File: src/rtl/vend_controller.sv
// Coin-path sequencer: edge-detects coins, accumulates credit, handshakes with
// the dispenser and pays change or refunds one nickel pulse at a time.
module vend_controller #(
  parameter int PRICE        = 25,
  parameter int CREDIT_W     = 6,
  parameter int DISP_TIMEOUT = 15
) (
  input  logic                clk,
  input  logic                rst_n,
  input  logic                nickel,
  input  logic                dime,
  input  logic                quarter,
  input  logic                cancel,
  input  logic                disp_ack,
  output logic                disp_req,
  output logic                chg_nickel,
  output logic                coin_rej,
  output logic [2:0]          state,
  output logic [CREDIT_W-1:0] credit,
  output logic [3:0]          ret
);

  typedef enum logic [2:0] {
    IDLE     = 3'd0,
    COLLECT  = 3'd1,
    DISPENSE = 3'd2,
    CHANGE   = 3'd3,
    REFUND   = 3'd4
  } state_t;

  localparam logic [CREDIT_W-1:0] PRICE_C  = CREDIT_W'(PRICE);
  localparam logic [CREDIT_W-1:0] NICKEL_C = CREDIT_W'(5);
  localparam logic [7:0]          TMO_LAST = 8'(DISP_TIMEOUT - 1);

  state_t              state_reg, state_next;
  logic [CREDIT_W-1:0] credit_reg, credit_next;
  logic [3:0]          ret_reg, ret_next;
  logic                disp_req_reg, disp_req_next;
  logic                chg_reg, chg_next;
  logic                rej_reg, rej_next;
  logic [7:0]          timer_reg, timer_next;
  logic [2:0]          coin_prev_reg;
  logic                cancel_prev_reg;

  logic [2:0]          coin_in, coin_ev;
  logic [CREDIT_W-1:0] coin_amt [3];
  logic [CREDIT_W-1:0] sum, credit_sum, remainder;
  logic                coin_any, cancel_ev;

  assign coin_in = {quarter, dime, nickel};

  // Bit 0 nickel, bit 1 dime, bit 2 quarter; each contributes its value on a rising edge.
  generate
    for (genvar gi = 0; gi < 3; gi++) begin : g_coin
      localparam logic [CREDIT_W-1:0] VAL = CREDIT_W'((gi == 0) ? 5 : (gi == 1) ? 10 : 25);
      assign coin_ev[gi]  = coin_in[gi] & ~coin_prev_reg[gi];
      assign coin_amt[gi] = coin_ev[gi] ? VAL : '0;
    end
  endgenerate

  assign sum        = coin_amt[0] + coin_amt[1] + coin_amt[2];
  assign coin_any   = |coin_ev;
  assign cancel_ev  = cancel & ~cancel_prev_reg;
  assign credit_sum = credit_reg + sum;
  assign remainder  = credit_reg - PRICE_C;

  always_ff @(posedge clk) begin
    if (!rst_n) begin
      state_reg       <= IDLE;
      credit_reg      <= '0;
      ret_reg         <= '0;
      disp_req_reg    <= 1'b0;
      chg_reg         <= 1'b0;
      rej_reg         <= 1'b0;
      timer_reg       <= '0;
      coin_prev_reg   <= '1;
      cancel_prev_reg <= 1'b1;
    end else begin
      state_reg       <= state_next;
      credit_reg      <= credit_next;
      ret_reg         <= ret_next;
      disp_req_reg    <= disp_req_next;
      chg_reg         <= chg_next;
      rej_reg         <= rej_next;
      timer_reg       <= timer_next;
      coin_prev_reg   <= coin_in;
      cancel_prev_reg <= cancel;
    end
  end

  always_comb begin
    state_next    = state_reg;
    credit_next   = credit_reg;
    ret_next      = ret_reg;
    disp_req_next = disp_req_reg;
    chg_next      = 1'b0;
    rej_next      = 1'b0;
    timer_next    = timer_reg;
    case (state_reg)
      IDLE: begin
        if (coin_any) begin
          ret_next    = '0;
          credit_next = sum;
          if (sum >= PRICE_C) begin
            state_next    = DISPENSE;
            disp_req_next = 1'b1;
            timer_next    = '0;
          end else begin
            state_next = COLLECT;
          end
        end
      end
      COLLECT: begin
        if (coin_any) begin
          credit_next = credit_sum;
          if (credit_sum >= PRICE_C) begin
            state_next    = DISPENSE;
            disp_req_next = 1'b1;
            timer_next    = '0;
          end else if (cancel_ev) begin
            state_next = REFUND;
            chg_next   = 1'b1;
          end
        end else if (cancel_ev) begin
          state_next = REFUND;
          chg_next   = 1'b1;
        end
      end
      DISPENSE: begin
        rej_next = coin_any;
        if (disp_ack) begin
          disp_req_next = 1'b0;
          credit_next   = remainder;
          if (remainder != '0) begin
            state_next = CHANGE;
            chg_next   = 1'b1;
          end else begin
            state_next = IDLE;
          end
        end else if (timer_reg == TMO_LAST) begin
          // Abort keeps the full credit so the refund returns everything.
          disp_req_next = 1'b0;
          state_next    = REFUND;
          chg_next      = 1'b1;
        end else begin
          timer_next = timer_reg + 8'd1;
        end
      end
      CHANGE, REFUND: begin
        rej_next = coin_any;
        if (chg_reg) begin
          credit_next = credit_reg - NICKEL_C;
          ret_next    = (ret_reg == 4'd15) ? 4'd15 : ret_reg + 4'd1;
        end else if (credit_reg == '0) begin
          state_next = IDLE;
        end else begin
          chg_next = 1'b1;
        end
      end
      default: begin
        state_next    = IDLE;
        credit_next   = '0;
        disp_req_next = 1'b0;
      end
    endcase
  end

  assign state      = state_reg;
  assign credit     = credit_reg;
  assign ret        = ret_reg;
  assign disp_req   = disp_req_reg;
  assign chg_nickel = chg_reg;
  assign coin_rej   = rej_reg;

endmodule

File: config.mk
export PLATFORM = sky130hd
export DESIGN_NAME = vend_controller
export DESIGN_NICKNAME = d
export VERILOG_FILES = /design/src/rtl/vend_controller.sv
export SDC_FILE = /design/constraint.sdc
export NUM_CORES = 1
export LEC_CHECK = 0
export CAP_MARGIN = 20
export CORE_MARGIN = 2
export CORE_UTILIZATION = 45
export DETAILED_ROUTE_END_ITERATION = 10
export PLACE_DENSITY = 0.68
export SLEW_MARGIN = 5
export SYNTH_ARGS = -nofsm -noshare
export SYNTH_HDL_FRONTEND = slang
export SYNTH_SLANG_ARGS = --single-unit
File: constraint.sdc
create_clock -name clk -period 2.85 [get_ports clk]
set_input_delay 0.4275 -clock clk [delete_from_list [all_inputs] [get_ports clk]]
set_output_delay 0.4275 -clock clk [all_outputs]
set_load 0.03 [all_outputs]
# [Word-level counts from Yosys, hierarchy flattened]
# Index checks and enable logic that the tools add are counted.
[op_classes] n_eq_ne=17 reduce_logical=14 n_lt_le_gt_ge=2 n_addsub=7 mux=46 bitwise=9
[ops] operator="2-to-1 mux 8 bit" n=6
[ops] operator="2-to-1 mux 3 bit" n=9
[ops] operator="2-to-1 mux 6 bit" n=4
[ops] operator="one-hot mux 6 bit (4 select lines)" n=1
[ops] operator="one-hot mux 8 bit (3 select lines)" n=1
[ops] operator="inequality test 2 bit, second input constant" n=10
[ops] operator="2-to-1 mux 4 bit" n=4
[ops] operator="2-to-1 mux 1 bit" n=14
[ops] operator="greater-or-equal comparator 6 x 5 -> 1 bit, second input constant" n=2
[ops] operator="one-hot mux 3 bit (4 select lines)" n=1
[ops] operator="adder 8 x 1 -> 8 bit, second input constant" n=1
[ops] operator="equality test 8 x 4 -> 1 bit, second input constant" n=1
[ops] operator="one-hot mux 4 bit (2 select lines)" n=1
[ops] operator="AND reduction 4 bit" n=2
[ops] operator="AND reduction 7 bit" n=1
[ops] operator="adder 5 x 5 -> 6 bit" n=1
[ops] operator="adder 6 bit" n=1
[ops] operator="equality test 3 x 2 -> 1 bit, second input constant" n=2
[ops] operator="logical NOT 6 bit" n=1
[ops] operator="AND reduction 6 bit" n=1
[ops] operator="nonzero test 6 bit" n=1
[ops] operator="OR reduction 3 bit" n=2
[ops] operator="subtractor 6 x 3 -> 6 bit, second input constant" n=1
[ops] operator="subtractor 6 x 5 -> 6 bit, second input constant" n=1
[ops] operator="other kinds (18)" n=26
[word_totals] out_inout_bits=16 register_bits=28 elab_cells=104 in_bits=7

# [Depth between registers and ports, before layout]
# Gate-level depths: netlist (run 1).
[depth] ltp_word=10 ltp_mapped=13 depth_no_buf=13

# [Least setup slack after synthesis (run 1)]
# No wires, ideal clock.
[synth_timing] path_kind="in2reg" start="in nickel" end="reg timer_reg[6]" arrival_ns=2.861 setup_slack_ns=-0.081 stages=12 setup_ns=0.070 required_ns=2.780 path_buffers=1 cell_sequence="nand2b_1 -> clkbuf_1 -> nor2_1 -> ha_1 -> fa_1 -> a21o_1 -> a21oi_1 -> xnor2_1 -> a31o_1 -> o2111ai_1 -> or3_1 -> a21oi_1"
[synth_between] elab_chain_cells=8 elab_cells_between_ends=13 classes_between="3 x add/sub; 2 x order compare; 4 x eq/ne; 1 x mux; 1 x bitwise; 2 x reduce/logical"
[synth_rtl] item="start: declaration" line="10" source="input logic nickel,"
[synth_rtl] item="AND 1 bit *" line="56" source="assign coin_ev[gi] = coin_in[gi] & ~coin_prev_reg[gi];"
[synth_rtl] item="2-to-1 mux 3 bit" line="57" source="assign coin_amt[gi] = coin_ev[gi] ? VAL : '0;"
[synth_rtl] item="adder 3 x 4 -> 5 bit" line="61" source="assign sum = coin_amt[0] + coin_amt[1] + coin_amt[2];"
[synth_rtl] item="adder 5 x 5 -> 6 bit" line="61"
[synth_rtl] item="adder 6 bit" line="64" source="assign credit_sum = credit_reg + sum;"
[synth_rtl] item="greater-or-equal comparator 6 x 5 -> 1 bit" line="116" source="if (credit_sum >= PRICE_C) begin"
[synth_rtl] item="inequality test 2 bit (no line)"
[synth_rtl] item="AND reduction 7 bit (no line) *"
[synth_rtl] item="end signal: assignment" line="85" source="timer_reg <= timer_next;"
[synth_rtl] item="end: declaration" line="41" source="logic [7:0] timer_reg, timer_next;"
# Every way passes the cells marked *; elsewhere a longest branch is shown, timed or not.
# A chain may end at the register's enable or synchronous reset.

# [Worst setup path in the final report (run 1)]
[layout_timing] start="reg coin_prev_reg[2]" end="reg timer_reg[6]"
[layout_between] elab_chain_cells=8 elab_cells_between_ends=13 classes_between="2 x add/sub; 2 x order compare; 4 x eq/ne; 1 x mux; 2 x bitwise; 2 x reduce/logical"
[layout_rtl] item="start: declaration" line="42" source="logic [2:0] coin_prev_reg;"
[layout_rtl] item="start signal: assignment" line="86" source="coin_prev_reg <= coin_in;"
[layout_rtl] item="NOT 1 bit *" line="56"
[layout_rtl] item="AND 1 bit *" line="56"
[layout_rtl] item="2-to-1 mux 5 bit" line="57"
[layout_rtl] item="adder 5 x 5 -> 6 bit" line="61"
[layout_rtl] item="adder 6 bit" line="64"
[layout_rtl] item="greater-or-equal comparator 6 x 5 -> 1 bit" line="116"
[layout_rtl] item="inequality test 2 bit (no line)"
[layout_rtl] item="AND reduction 7 bit (no line) *"
# Marked as above.

==> metrics.txt, run 1 <==
result of the run finished with violations; violations in the final reports setup timing; buffer depth of the longest clock path 2; Fill cells approximately 430; share of Yosys cell area claimed by the top area cell type 25.2%; global route overflow 0; initial antenna violation count 0; Post-Route Skew 0.0143 ns; Setup Viol. Count Final 1; chip width 74.3 um; area of the core between 0.004 and 0.005 mm2; DRC violations left 0; Die Span Y 74.3 um; final weighted congestion in routability-driven placement 0.887; largest area contributor in the synthesized netlist sky130_fd_sc_hd__dfxtp_1; max cap viols 0; DRC violation total after the first TritonRoute iteration 194; synthesis-to-finish area growth 37.6%; count of hold-fix buffers inserted at cts 0; vias post-DR 2326; port buffer count 22; startpoint type of the worst setup path register; ranking of synthesized cells by area sky130_fd_sc_hd__dfxtp_1, sky130_fd_sc_hd__ha_1, sky130_fd_sc_hd__nor2_1; flip-flop and latch count after synthesis 28; largest net degree at the start of global routing 17; post-route clock period utilization 101%; number of pins exceeding their max-slew limit in the final report 0; Power Dens Cells around 690 mW/mm2; Total Routing Usage GR between 20% and 30%; Max rail drop VDD 308 uV; total wire length 6370 um; post-route core utilization between 60% and 70%; Sequential Area 563 um2; Cell Rows 25; detailed-placement wirelength estimate 4400 um; clock slew seen by the registers of the worst setup and hold paths around 0.09 ns; clock tree from TritonCTS yes; number of warning messages in the yosys log 0; clock tree root driver cell sky130_fd_sc_hd__clkbuf_8; pin slew with the least headroom to its limit 0.542 ns; wire length of the first global-routing pass 10600 um; count of antenna diodes in the layout 0; placed cell count approximately 400; share of the yosys chip area belonging to registers 25.2%; vias in the first global route 2173; unrepaired setup endpoints after global routing true; Mapped Nets 302; Post-layout nets roughly 360; Final WS setup -0.0205 ns; Inserted Clock Buffers 3; fraction of final layout cells with drive strength greater than 1 25.6%; kind of path behind the tightest hold check input pin to register; LEAKAGE 0.00123 uW; synthesized area per cell 7.93 um2; number of search-and-repair iterations in the first detailed-routing pass 5; final worst path period need 2.87 ns; routed wire length per instance 15.8 um; Unique masters post-synth 64; max FFs per register 8; number of I/O pins 23; achievable frequency 348 MHz; setup tns final -0.0205 ns; count of flip-flops with a built-in enable after synthesis 0; Syn Inst Count between 200 and 300; share of synthesized flip-flops with an asynchronous set or reset 0%; crit-path max FO 3; Post-Syn Area between 0.002 and 0.0025 mm2; critical path arrival around 3 ns; via density per instance 5.77; ranking of synthesized cells by instance count sky130_fd_sc_hd__nor2_1, sky130_fd_sc_hd__dfxtp_1, sky130_fd_sc_hd__nand2_1; endpoints failing hold 0; CP Capture Type register; data required time of the worst path 3.07 ns; Synth Flop Type sky130_fd_sc_hd__dfxtp_1; most frequent cell after synthesis sky130_fd_sc_hd__nor2_1; Final Non-Filler Cells 403; initial cell density of the core a little under half; worst-case headroom to the max-slew limit between 60 and 70%; ANT nets after route 0; H-tree depth reported by CTS 1; area taken by multi-input logic gates roughly 0.0017 mm2; clock latency at the later pin of the worst-skew pair about 0.28 ns; category of the critical setup timing path register to register; Num Clock Sinks 28; full die area approximately 0.0055 mm2
cell type report:
type,count,share of cell area (%)
Multi-Input combinational cell,228,56.8
Tap cell,67,2.74
Timing Repair Buffer,64,18.3
Clock buffer,3,1.35
Sequential cell,28,18.4
Inverter,12,1.47
Clock inverter,1,0.982
cells in the final DEF (no fill, tap or decap), types with 9 or more instances in the layout:
cell	instances
sky130_fd_sc_hd__a21oi_1	11
sky130_fd_sc_hd__buf_4	39
sky130_fd_sc_hd__clkdlybuf4s50_1	19
sky130_fd_sc_hd__dfxtp_1	26
sky130_fd_sc_hd__ha_1	11
sky130_fd_sc_hd__inv_1	9
sky130_fd_sc_hd__nand2_1	23
sky130_fd_sc_hd__nand2b_1	11
sky130_fd_sc_hd__nor2_1	28
sky130_fd_sc_hd__o21ai_0	9
power by group:
group / switching [uW] / internal (uW) / leakage [uW] / total [uW]
Combinational: 716 / 546 / 0.000964 / 1260
Clock: 133 / 188 / 0.0000357 / 321
Sequential: 77.9 / 439 / 0.000228 / 517
worst max-delay path: stages (launching register included):
cell and delay, ns:
sky130_fd_sc_hd__dfxtp_2 0.34, sky130_fd_sc_hd__nor2b_4 0.16, sky130_fd_sc_hd__inv_2 0.07, sky130_fd_sc_hd__nor2_4 0.12, sky130_fd_sc_hd__ha_4 0.21, sky130_fd_sc_hd__fa_2 0.58
sky130_fd_sc_hd__nor2_2 0.04, sky130_fd_sc_hd__a22o_1 0.18, sky130_fd_sc_hd__a21oi_2 0.19, sky130_fd_sc_hd__a31o_1 0.25, sky130_fd_sc_hd__o2111ai_2 0.13, sky130_fd_sc_hd__or3_1 0.39
sky130_fd_sc_hd__a21oi_2 0.13
logic make-up (layout without fill, tap and decap cells):
group	after synthesis	in the layout	share of synthesized area [%]
xor+xnor	15	15	7.44
compound gates	86	86	28.4
mux	5	5	2.31
simple gates	107	107	23.4
fa+ha+maj	15	15	8.79
flops	28	28	25.2
buf+inv	24	80	4.39
timing repair:
action | CTS | global route
pin swaps | 13 | 14
resized for setup | 21 | 17
hold endpoints to repair | 0 | 0
setup endpoints to repair | 15 | 14
setup buffers | 7 | 2
stage by stage:
| step | hold WS [ns] | total power, uW | worst slack (ns) | instance area, um2 |
|---|---|---|---|---|
| global route | 0.366 | 2250 | -0.113 | 3060 |
| CTS | 0.474 | 2050 | 0.00139 | 2950 |
| finish | 0.351 | 2100 | -0.0205 | 3060 |
| detailed placement | 0.496 | 1660 | -0.605 | 2720 |
| global placement | 0.488 | 1650 | -0.578 | 2720 |
| floorplan | 0.471 | 1300 | 0.0236 | 2220 |
path summary, 6_finish.rpt:
| kind | cells after the start | to | from | slack, ns |
|---|---|---|---|---|
| max reg2reg | 12 | timer_reg[6] | coin_prev_reg[2] | -0.02 |
| min | 2 | coin_prev_reg[2] | quarter | 0.35 |
| max | 12 | timer_reg[6] | coin_prev_reg[2] | -0.02 |
| min reg2reg | 2 | ret[0] | ret[0] | 0.52 |
layer usage:
layer | vias up | routed length [um] | share of wire [%] | track usage [%]
met5 | - | 0 | 0 | 0
met4 | 0 | 91 | 1.4 | 4.37
met3 | 14 | 390 | 6.1 | 3.52
met2 | 85 | 3030 | 48 | 40.3
met1 | 1094 | 2850 | 45 | 34.5
li1 | 1133 | - | - | -
Note: power is estimated with default switching activity, not from simulation.
==> inputs of run 2 (changes only) <==
- PLACE_DENSITY: 0.68 -> 0.79
==> run 2 against run 1 <==
The run now ends clean. First-iteration DRC count decreased by 10%. Clock power is 2% higher. Count of clock-buffer cells in the layout stayed put. Combinational power down 7%. Setup slack improved by 0.12 ns. Cell count decreased by 3.2%. Critical path depth unchanged. Sequential power is 8.3% higher. Highest routed layer unchanged.
==> metrics.txt, run 2 (same netlist as run 1, synthesis figures left out) <==
Inserted Clock Buffers 3; worst reg2reg startpoint coin_prev_reg[2]; LEAKAGE 0.00116 uW; count of antenna diodes in the layout 0; clock tree from TritonCTS yes; kind of path behind the tightest hold check input pin to register; routed wire length per instance 15.8 um; max cap viols 0; clock latency at the later pin of the worst-skew pair between 0.2 and 0.3 ns; final weighted congestion in routability-driven placement ~0.91; post-route clock period utilization between 90% and 100%; Total Routing Usage GR 23.7%; highest cell delay on the worst timing path ~0.58 ns; CP Launch Point nickel; Post-Route Skew 0.0227 ns; startpoint type of the worst setup path input pin; Post-layout nets approximately 350; number of cells on the worst reg-to-reg path 12; synthesis-to-finish area growth 32.8%; initial cell density of the core 46.7%; Cell Rows 25; largest net degree at the start of global routing 21; vias in the first global route ~2200; DRC violation total after the first TritonRoute iteration ~170; chip width around 74 um; full die area 0.00551 mm2; max FFs per register 8; detailed-placement wirelength estimate about 4200 um; crit-path cells dlygate4sd2_1 > nand2b_4 > nor2_4 > ha_4 > fa_2 > nor2_2 > a22o_1 > a21oi_2 > nand3_2 > a31oi_4 > mux2i_1 > nor2_1; final worst path period need 2.75 ns; result of the run completed; clock tree root driver cell sky130_fd_sc_hd__clkbuf_8; most common cell after layout, fill and taps aside sky130_fd_sc_hd__nor2_1; Slowest-stage cell, CP sky130_fd_sc_hd__fa_2; reg2reg setup slack approximately 0.11 ns; fraction of final layout cells with drive strength greater than 1 21.7%; category of the critical setup timing path input pin to register; Max rail drop VDD roughly 370 uV; setup tns final 0 ns; H-tree depth reported by CTS 1; crit-path max FO 8; pin slew with the least headroom to its limit between 0.6 and 0.7 ns; global route overflow 0; unrepaired setup endpoints after global routing true; wire length of the first global-routing pass roughly 10000 um; critical register-to-register path endpoint timer_reg[1]; count of hold-fix buffers inserted at cts 0; achievable frequency 364 MHz; initial antenna violation count 0; area of the core 0.00475 mm2; end point of the critical path timer_reg[1]; total wire length 6160 um; post-route core utilization 62.1%; data required time of the worst path around 3.1 ns; DRC violations left 0; number of search-and-repair iterations in the first detailed-routing pass 5; number of I/O pins 23; post-route cell area 0.00295 mm2; buffer depth of the longest clock path 2; critical path arrival ~3 ns; via density per instance 5.85; port buffer count 22; clock slew seen by the registers of the worst setup and hold paths 0.12 ns; endpoints failing hold 0; Num Clock Sinks 28; ANT nets after route 0; Hold Crit Depth 2; worst-case headroom to the max-slew limit between 50% and 60%; area after detailed placement between 0.002 and 0.003 mm2; number of pins exceeding their max-slew limit in the final report 0; most frequent cells in the layout sky130_fd_sc_hd__nor2_1, sky130_fd_sc_hd__dfxtp_1, sky130_fd_sc_hd__buf_4; CP Capture Type register; Die Span Y 74.3 um; Setup Viol. Count Final 0; Power Dens Cells ~700 mW/mm2; vias post-DR between 2000 and 2500
==> run 2: worst min path at each step <==
stage / start / to
after floorplan: timer_reg[6] / timer_reg[6]
after global placement: timer_reg[6] / timer_reg[6]
after detailed placement: timer_reg[6] / timer_reg[6]
after CTS: nickel / coin_prev_reg[0]
after global routing: quarter / coin_prev_reg[2]
final: quarter / coin_prev_reg[2]
==> run 2: timing repair <==
item,4_1_cts,5_1_grt
buffers inserted,2,2
endpoints found under the setup margin,15,15
pin swaps,13,15
resized for setup,20,17
==> run 2: cell type report <==
class / instances / area, um2
Fill cell: 406 / 1800
Inverter: 12 / 47.5
Clock inverter: 1 / 30.0
Sequential cell: 28 / 562
Tap cell: 67 / 83.8
Timing Repair Buffer: 51 / 450
Multi-Input combinational cell: 228 / 1740
Clock buffer: 3 / 41.3
==> run 2: worst max-delay path: cells and delay by family <==
kind / cells / cell delay (ns)
AO/OA/AOI/OAI: 3 / 0.71
multiplexers: 1 / 0.23
AND/OR/NAND/NOR: 5 / 0.53
adder cells (fa/ha/maj): 2 / 0.80
buffers and inverters: 1 / 0.25
==> run 2: power breakdown <==
part           internal, uW  total (uW)  switching (uW)
combinational           519        1170             656
clock                   189         327             138
sequential              439         560             121
total                  1150        2060             916
==> run 2: metrics by stage <==
| stage | setup slack [ns] | power [uW] | cells | hold slack (ns) |
|---|---|---|---|---|
| 6_report | 0.103 | 2060 | 390 | 0.372 |
| 3_3_place_gp | -0.514 | 1600 | 382 | 0.486 |
| 4_1_cts | -0.0140 | 2010 | 388 | 0.468 |
| 3_5_place_dp | -0.581 | 1610 | 382 | 0.497 |
| 5_1_grt | -0.0215 | 2200 | 390 | 0.373 |
| 2_1_floorplan | 0.0236 | 1300 | 280 | 0.471 |
==> run 2: metal layers <==
layer  up-vias  GRT usage (%)  share of wire [%]
met3        10           3.66                4.6
met1      1101           30.3                 43
met2        63           41.8                 51
li1       1108              -                  -
met5         -              0                  0
met4         0           5.95                1.4
==> inputs of run 3 (changes only) <==
- MAX_ROUTING_LAYER: not set -> met4
==> run 3 against run 2 <==
The flow now finishes with violations (setup timing). Combinational power grew 8%. Sequential cell count unchanged. Critical path depth unchanged. Critical path type is now register to register. Sequential power down 2%. Die area stayed put. Final area rose by 4.6%.
==> metrics.txt, run 3 (same netlist as run 1, synthesis figures left out) <==
final worst path period need 2.86 ns; met2 usage in global routing 44.0%; number of I/O pins 23; clock tree from TritonCTS yes; synthesis-to-finish area growth 39.0%; worst-case headroom to the max-slew limit 59.4%; post-route clock period utilization 100%; DRC violations left 0; achievable frequency 349 MHz; result of the run finished with violations; port buffer count 22; Die Span Y roughly 74 um; Max rail drop VDD roughly 520 uV; largest net degree at the start of global routing 17; crit-path cells nor2b_4 > inv_2 > nor2_4 > ha_4 > fa_2 > nor2_1 > a22o_1 > a21oi_2 > a31o_1 > o2111ai_2 > or3_1 > a21oi_1; Post-Route Skew 0.0137 ns; via density per instance 6.01; full die area 0.00551 mm2; switching power share of the total 45.0%; ANT nets after route 0; Post-layout nets about 360; post-route core utilization 64.9%; fraction of final layout cells with drive strength greater than 1 25.4%; Inserted Clock Buffers 3; initial cell density of the core 46.7%; vias post-DR ~2400; vias in the first global route approximately 2300; total power 2140 uW; met1 track demand over resource in global routing 30.8%; worst reg2reg startpoint coin_prev_reg[2]; proportion of power drawn by flip-flops and latches between 20 and 30%; Switching Power 962 uW; Slowest-stage cell, CP sky130_fd_sc_hd__fa_2; clock latency at the later pin of the worst-skew pair around 0.3 ns; H-tree depth reported by CTS 1; number of pins exceeding their max-slew limit in the final report 0; global route overflow 0; unrepaired setup endpoints after global routing true; LEAKAGE ~0.0012 uW; CP Capture Type register; setup tns final -0.0158 ns; placed cell count 384; initial antenna violation count 0; buffer depth of the longest clock path 2; power share of the combinational group 58.8%; total wire length 6920 um; critical path arrival around 3 ns; final weighted congestion in routability-driven placement 0.898; Power Dens Cells between 600 and 700 mW/mm2; chip width about 74 um; clock tree root driver cell sky130_fd_sc_hd__clkbuf_8; violations in the final reports setup timing; layer with the highest usage met2; category of the critical setup timing path register to register; crit-path max FO 3; most common cell after layout, fill and taps aside sky130_fd_sc_hd__buf_4; most frequent cells in the layout sky130_fd_sc_hd__buf_4, sky130_fd_sc_hd__nor2_1, sky130_fd_sc_hd__dfxtp_1; routed wire length per instance between 15 and 20 um; number of search-and-repair iterations in the first detailed-routing pass 7; kind of path behind the tightest hold check input pin to register; wire length of the first global-routing pass about 11000 um; clock slew seen by the registers of the worst setup and hold paths 0.10 ns; end point of the critical path timer_reg[6]; Total Routing Usage GR 26.0%; Num Clock Sinks 28; highest cell delay on the worst timing path 0.56 ns; area of the core 0.00475 mm2; DRC violation total after the first TritonRoute iteration 262; CP Launch Point coin_prev_reg[2]; detailed-placement wirelength estimate about 4400 um; critical register-to-register path endpoint timer_reg[6]; max FFs per register 8; count of antenna diodes in the layout 0; met3 layer usage reported by global route 5.15%; number of cells on the worst reg-to-reg path 12; reg2reg setup slack -0.01 ns; Final Non-Filler Cells 401; Cell Rows 25; minimum setup slack after placement -0.627 ns; data required time of the worst path 3.07 ns; proportion of power drawn by the clock network 15.5%; startpoint type of the worst setup path register; P_int 1180 uW; pin slew with the least headroom to its limit 0.608 ns; max cap viols 0; Final WS setup -0.0116 ns; Setup Viol. Count Final 2; count of hold-fix buffers inserted at cts 0; endpoints failing hold 0
-- run 3: per-layer routing --
| metal | vias up | part of all wire (%) |
|---|---|---|
| li1 | 1134 | - |
| met1 | 1150 | 41 |
| met5 | - | 0 |
| met3 | 25 | 6.4 |
| met2 | 100 | 50 |
| met4 | 0 | 3.0 |
-- run 3: cell type report --
class	count	area (um2)
timing repair buffer	62	529
clock buffer	3	41.3
clock inverter	1	30.0
inverter	12	45.0
tap	67	83.8
sequential	28	562
multi-input combinational	228	1800
fill	387	1670
-- run 3: through the flow --
| stage | area (um2) | hold WS (ns) |
|---|---|---|
| after floorplan | 2220 | 0.471 |
| after CTS | 2990 | 0.474 |
| after global placement | 2680 | 0.487 |
| after global routing | 3090 | 0.357 |
| final | 3090 | 0.346 |
| after detailed placement | 2680 | 0.504 |
-- run 3: repair_timing --
| action | CTS | global route |
|---|---|---|
| setup endpoints to repair | 15 | 15 |
| pin swaps | 19 | 10 |
| setup buffers | 11 | 2 |
| gates resized for setup | 27 | 15 |
| endpoints found under the hold margin | 0 | 0 |
-- run 3: worst min-delay path by stage --
| stage | end | from | cells after the start |
|---|---|---|---|
| detailed placement | timer_reg[3] | timer_reg[3] | 2 |
| finish | coin_prev_reg[2] | quarter | 2 |
| global placement | timer_reg[6] | timer_reg[6] | 2 |
| global route | coin_prev_reg[2] | quarter | 2 |
| floorplan | timer_reg[6] | timer_reg[6] | 2 |
| CTS | coin_prev_reg[2] | quarter | 2 |
-- run 3: worst max-delay path: cells and delay by family, from the launching register on --
family	cells	cell delay (ns)
AOI/OAI and AO/OA	5	0.93
and+or+nand+nor	4	0.66
adders and majority gates	2	0.79
buffers and inverters	1	0.09
DFF	1	0.34
-- run 3: power groups by stage --
stage | Clock, uW | Sequential (uW) | Combinational (uW)
2_1_floorplan | 0 | 583 | 713
3_3_place_gp | 0 | 550 | 1050
3_5_place_dp | 0 | 549 | 1070
4_1_cts | 330 | 545 | 1160
5_1_grt | 349 | 557 | 1350
6_report | 332 | 549 | 1260
